## config.mk

```make
export PLATFORM = sky130hd
export DESIGN_NAME = pc_sequencer
export DESIGN_NICKNAME = d
export VERILOG_FILES = /design/src/rtl/pc_sequencer.sv
export SDC_FILE = /design/constraint.sdc
export NUM_CORES = 1
export LEC_CHECK = 0
export ABC_AREA = 0
export BUFFER_PORTS_ARGS = -buffer_cell sky130_fd_sc_hd__clkbuf_2
export CORE_ASPECT_RATIO = 1.75
export CORE_UTILIZATION = 47
export CTS_BUF_LIST = sky130_fd_sc_hd__clkbuf_4
export DETAILED_ROUTE_END_ITERATION = 8
export PLACE_DENSITY = 0.79
export SYNTH_ARGS = -nofsm -noshare
export SYNTH_HDL_FRONTEND = slang
export SYNTH_SLANG_ARGS = --single-unit
```

## constraint.sdc

```tcl
create_clock -name clk -period 2.2 [get_ports clk]
set_input_delay 0.11 -clock clk [delete_from_list [all_inputs] [get_ports clk]]
set_output_delay 0.11 -clock clk [all_outputs]
set_load 0.01 [all_outputs]
```

## src/rtl/pc_sequencer.sv

```systemverilog
`default_nettype none
// ============================================================================
// Module      : pc_sequencer
// Description : Fetch/execute controller owning the core PC; issues one
//               handshaked fetch at a time and selects the next PC.
// Revision    : 1.0 - initial release
// ============================================================================
module pc_sequencer #(
    parameter logic [31:0] RESET_PC    = 32'h0000_0000,
    parameter logic [31:0] TARGET_MASK = 32'h0000_FFFF
) (
    input  logic        clk,
    input  logic        rst_n,
    input  logic        run,
    input  logic        halt,
    output logic        imem_req,
    output logic [31:0] imem_addr,
    input  logic        imem_ready,
    input  logic [31:0] imem_rdata,
    output logic        inst_valid,
    output logic [31:0] inst,
    output logic [31:0] inst_pc,
    input  logic        ex_done,
    input  logic        branch,
    input  logic        zero,
    input  logic        jalr,
    input  logic [31:0] imm,
    input  logic [31:0] rs1_data,
    output logic [31:0] pc,
    output logic        busy,
    output logic        misalign,
    output logic [31:0] retire_cnt
);

    localparam logic [1:0] c_IDLE   = 2'd0;
    localparam logic [1:0] c_FETCH  = 2'd1;
    localparam logic [1:0] c_EXEC   = 2'd2;
    localparam logic [1:0] c_HALTED = 2'd3;

    logic [1:0]  r_state;
    logic [31:0] r_pc;
    logic [31:0] r_inst;
    logic [31:0] r_inst_pc;
    logic        r_inst_valid;
    logic        r_misalign;
    logic [31:0] r_retire_cnt;
    logic        r_halt_pend;

    logic [31:0] w_seq_pc;
    logic [31:0] w_br_pc;
    logic [31:0] w_jalr_pc;
    logic [31:0] w_next_pc;
    logic        w_next_misalign;
    logic        w_retire_edge;
    logic        w_enter_halted;

    // Sequential PC wraps naturally and is never masked; taken targets are.
    assign w_seq_pc        = r_pc + 32'd4;
    assign w_br_pc         = (r_pc + imm) & TARGET_MASK;
    assign w_jalr_pc       = ((rs1_data + imm) & ~32'd1) & TARGET_MASK;
    assign w_next_pc       = (branch & zero) ? (jalr ? w_jalr_pc : w_br_pc) : w_seq_pc;
    assign w_next_misalign = w_next_pc[1];

    assign w_retire_edge  = (r_state == c_EXEC) && ex_done;
    assign w_enter_halted = w_retire_edge && (w_next_misalign || r_halt_pend || halt);

    always_ff @(posedge clk or negedge rst_n) begin
        if (!rst_n) begin
            r_state      <= c_IDLE;
            r_pc         <= RESET_PC;
            r_inst       <= 32'd0;
            r_inst_pc    <= 32'd0;
            r_inst_valid <= 1'b0;
            r_misalign   <= 1'b0;
            r_retire_cnt <= 32'd0;
            r_halt_pend  <= 1'b0;
        end else begin
            r_inst_valid <= 1'b0;

            if (w_enter_halted) begin
                r_halt_pend <= 1'b0;
            end else if (halt && (r_state != c_HALTED)) begin
                r_halt_pend <= 1'b1;
            end

            case (r_state)
                c_IDLE: begin
                    if (run && !r_halt_pend) begin
                        r_state <= c_FETCH;
                    end
                end
                c_FETCH: begin
                    if (imem_ready) begin
                        r_inst       <= imem_rdata;
                        r_inst_pc    <= r_pc;
                        r_inst_valid <= 1'b1;
                        r_state      <= c_EXEC;
                    end
                end
                c_EXEC: begin
                    if (ex_done) begin
                        if (w_next_misalign) begin
                            r_misalign <= 1'b1;
                            r_state    <= c_HALTED;
                        end else begin
                            r_pc         <= w_next_pc;
                            r_retire_cnt <= r_retire_cnt + 32'd1;
                            if (r_halt_pend || halt) begin
                                r_state <= c_HALTED;
                            end else if (run) begin
                                r_state <= c_FETCH;
                            end else begin
                                r_state <= c_IDLE;
                            end
                        end
                    end
                end
                default: begin
                    if (!run) begin
                        r_state <= c_IDLE;
                    end
                end
            endcase
        end
    end

    // Request decodes straight from state so an async reset drops it at once.
    assign imem_req   = (r_state == c_FETCH);
    assign imem_addr  = imem_req ? r_pc : 32'd0;
    assign inst_valid = r_inst_valid;
    assign inst       = r_inst;
    assign inst_pc    = r_inst_pc;
    assign pc         = r_pc;
    assign busy       = (r_state == c_FETCH) || (r_state == c_EXEC);
    assign misalign   = r_misalign;
    assign retire_cnt = r_retire_cnt;

endmodule
`default_nettype wire

```

==> run metrics <==
status complete, but fails checks; violated checks DRC; Synth Area in XOR/XNOR 7.38%; hold_sp imm[0]; crit-path cells ha_4, ha_4, mux2_4, a211oi_2, buf_4, and3_4, nand4_1, xor2_1, nor2_1; Std-Cell Rows 61; Synth Warn # 0; Yosys reg bits 131; Buf/Inv on CP 1; Die Ht 170 µm; drt via density 5.55; First DRT Iteration DRCs 374; cell mode on critical path ha_4; LEAKAGE slightly above 5 nW; Tmin final about 2.2 ns; worst hold path type in2reg; FF-to-FF Start pc[0]$_DFFE_PN0P_; Final period util 98.7%; clk buf depth 2; Synth Area in Adders 6.03%; Distinct cells, synth 71; CTS Sinks ~130; simple-gate share of the synthesized area 15.8%; crit path DAT ~2.6 ns; CTS Root Cell clkbuf_4; R2R Setup Slk 0.03 ns; Top delay family on crit path simple AND/OR/NAND/NOR gates; DRC violations left 22; Synth-to-Final Area Change 35.2%; syn avg cell area 10.3 µm²; Max Freq 461 MHz; pwr/cell area between 900 and 1000 nW/µm²; post-detail-place hpwl roughly 17000 µm; die area 16700 µm²; dpl ws -0.131 ns; Post-Syn Area around 7600 µm²; mux contribution to synthesized area 10.2%; TritonRoute pass-1 iters 7; Hold Path Sink pc[0]$_DFFE_PN0P_; share of layout cells above drive strength 1 40.9%; CTS clock-pin slew for the worst setup and hold paths 0.11 ns; first-pass GRT wire length 34700 µm; slew of the pin with the lowest slew margin 1.08 ns; VDD IR-drop max 369 µV; CP Capture Type flop; drt wl/cell 17.5 µm; largest net degree at the start of global routing 55; complex-gate fraction of the synthesized area 14.3%; CORE AREA around 16000 µm²; die width 98.1 µm; Final ANT Viol Nets 0; WL final 22200 µm; Worst Setup Start Kind flop; vias in the first global route 7095; worst-skew pair later-pin latency 0.55 ns; largest family of logic cells by synthesized area simple AND/OR/NAND/NOR gates; Final Hold Viols 0; Layout Skew 0.0284 ns; Max Cap Viol 0; Seq/Total Area, Yosys 43.2%; setup TNS 0 ns; Worst Path Class, Setup reg2reg; reg2reg end pc[23]$_DFFE_PN0P_; critical path depth in cells 9; GR Overflow Total 0; Crit path largest cell delay 0.43 ns; Clock H-tree levels 4; Worst EP required 2.66 ns; via count 7053; Buffers on Ports 233; ys flop type dfrtp_1; # setup viols final 0; RSZ-0062 raised after global routing true; CTS tree built; routability-driven placement congestion ratio 0.856; Mapped Cells 738; Max-slew headroom 27.5%; Slowest cell on crit path dfrtp_1; initial antenna violation count 1; final setup margin between 0.02 and 0.03 ns; fraction of registers with async set/reset 100%; number of flops mapped to enable cells by yosys 0; Final Max Tran Viols 0; Initial Util 47.8%; Crit Path Max Fanout 4; TritonCTS Buffers 17; I/O Pins 269; nets@finish 1208; Hold Path Depth 5; worst r2r path cells 9; GRT Total Usage 26.9%
[cells by family after synthesis]
logic type	Yosys count
other cells	1
flops	131
mux	70
xor+xnor	64
compound gates	158
simple gates	229
fa+ha+maj	36
buf+inv	49
[cells in the final DEF, fill, tap and decap left out, drive strengths merged, types with 9 or more instances in the layout]
master	netlist	routed
nand3	26	26
buf	10	70
nor3	12	12
a21o	11	11
o21ai	38	38
nand2	51	51
nand4	19	19
nor2	45	45
xnor2	46	46
a21oi	38	38
xor2	18	18
and3	9	9
dlygate4sd3	0	39
mux2	62	62
and2	37	37
dfrtp	131	131
ha	35	35
inv	16	19
clkbuf	22	249
[timing repair]
item	4_1_cts	5_1_grt
buffers inserted	0	2
hold buffers	39	0
resized for setup	14	22
setup endpoints to repair	38	28
hold endpoints to repair	166	0
pin swaps	3	6
[through the flow]
| step | std cells | total power, mW | hold WS, ns | cell area (µm²) | util [%] |
|---|---|---|---|---|---|
| after floorplan | 740 | 5.91 | -0.186 | 7620 | - |
| after global placement | 1196 | 7.52 | 0.0377 | 9400 | 59.2 |
| after detailed placement | 1196 | 7.67 | 0.0361 | 9400 | 59.2 |
| after CTS | 1267 | 9.53 | 0.00975 | 10200 | 64.1 |
| after global routing | 1270 | 10.2 | 0.0610 | 10300 | 64.7 |
| final | 1270 | 9.61 | 0.0745 | 10300 | 64.7 |
[worst min-delay path: stages]
cell and delay (ns):
clkbuf_2 0.09, buf_4 0.12, ha_4 0.12, nand3b_1 0.06
o21ai_0 0.07
[cell usage after synthesis (7+ instances only)]
| library cell | instances | area, µm² |
|---|---|---|
| a21o_1 | 10 | 75.1 |
| a21oi_1 | 37 | 185 |
| a31oi_1 | 7 | 43.8 |
| and2_1 | 37 | 231 |
| and3_1 | 9 | 56.3 |
| and4_1 | 8 | 70.1 |
| clkbuf_1 | 21 | 78.8 |
| dfrtp_1 | 131 | 3280 |
| ha_1 | 35 | 438 |
| inv_1 | 16 | 60.1 |
| mux2_2 | 62 | 698 |
| mux2i_1 | 8 | 80.1 |
| nand2_1 | 51 | 191 |
| nand3_1 | 26 | 130 |
| nand4_1 | 19 | 119 |
| nor2_1 | 45 | 169 |
| nor3_1 | 10 | 50.1 |
| o21ai_0 | 37 | 185 |
| xnor2_1 | 46 | 403 |
| xor2_1 | 18 | 158 |
[power by group]
group | leakage [nW] | internal (mW) | switching (mW)
clock | 0.163 | 0.798 | 0.933
combinational | 3.21 | 2.08 | 2.34
sequential | 1.69 | 3.01 | 0.444
total | 5.06 | 5.89 | 3.72
[area by class of cell]
class | count | area [µm²]
inverters | 16 | 60.1
repair buffers | 341 | 2120
clock buffers | 17 | 128
flip-flops and latches | 131 | 3280
fillers | 1281 | 5600
clock inverters | 15 | 181
well taps | 189 | 236
multi-input cells | 560 | 4270
diodes | 1 | 2.50
[how the worst max path moves through the flow]
stage,startpoint,endpoint
finish,pc[0]$_DFFE_PN0P_,pc[23]$_DFFE_PN0P_
global placement,imm[0],retire_cnt[17]$_DFFE_PN0P_
detailed placement,imm[0],r_state[0]$_DFFE_PN0P_
global route,pc[0]$_DFFE_PN0P_,pc[29]$_DFFE_PN0P_
floorplan,pc[0]$_DFFE_PN0P_,pc[22]$_DFFE_PN0P_
CTS,pc[2]$_DFFE_PN0P_,pc[14]$_DFFE_PN0P_
[routing by layer]
| layer | vias up | global-route usage, % | wire length [µm] |
|---|---|---|---|
| met5 | - | 0 | 0 |
| met4 | 0 | 14.1 | 966 |
| met3 | 64 | 4.93 | 1040 |
| met2 | 247 | 53.4 | 12600 |
| met1 | 3404 | 25.6 | 7610 |
| li1 | 3338 | - | - |
[state kept, by name (all words and copies together), names as in the netlist]
| name | cells |
|---|---|
| inst | 32 |
| retire_cnt | 32 |
| inst_pc | 31 |
| pc | 31 |
| r_state | 2 |
| inst_valid | 1 |
| misalign | 1 |
| r_halt_pend | 1 |
(Power assumes the default switching activity.)
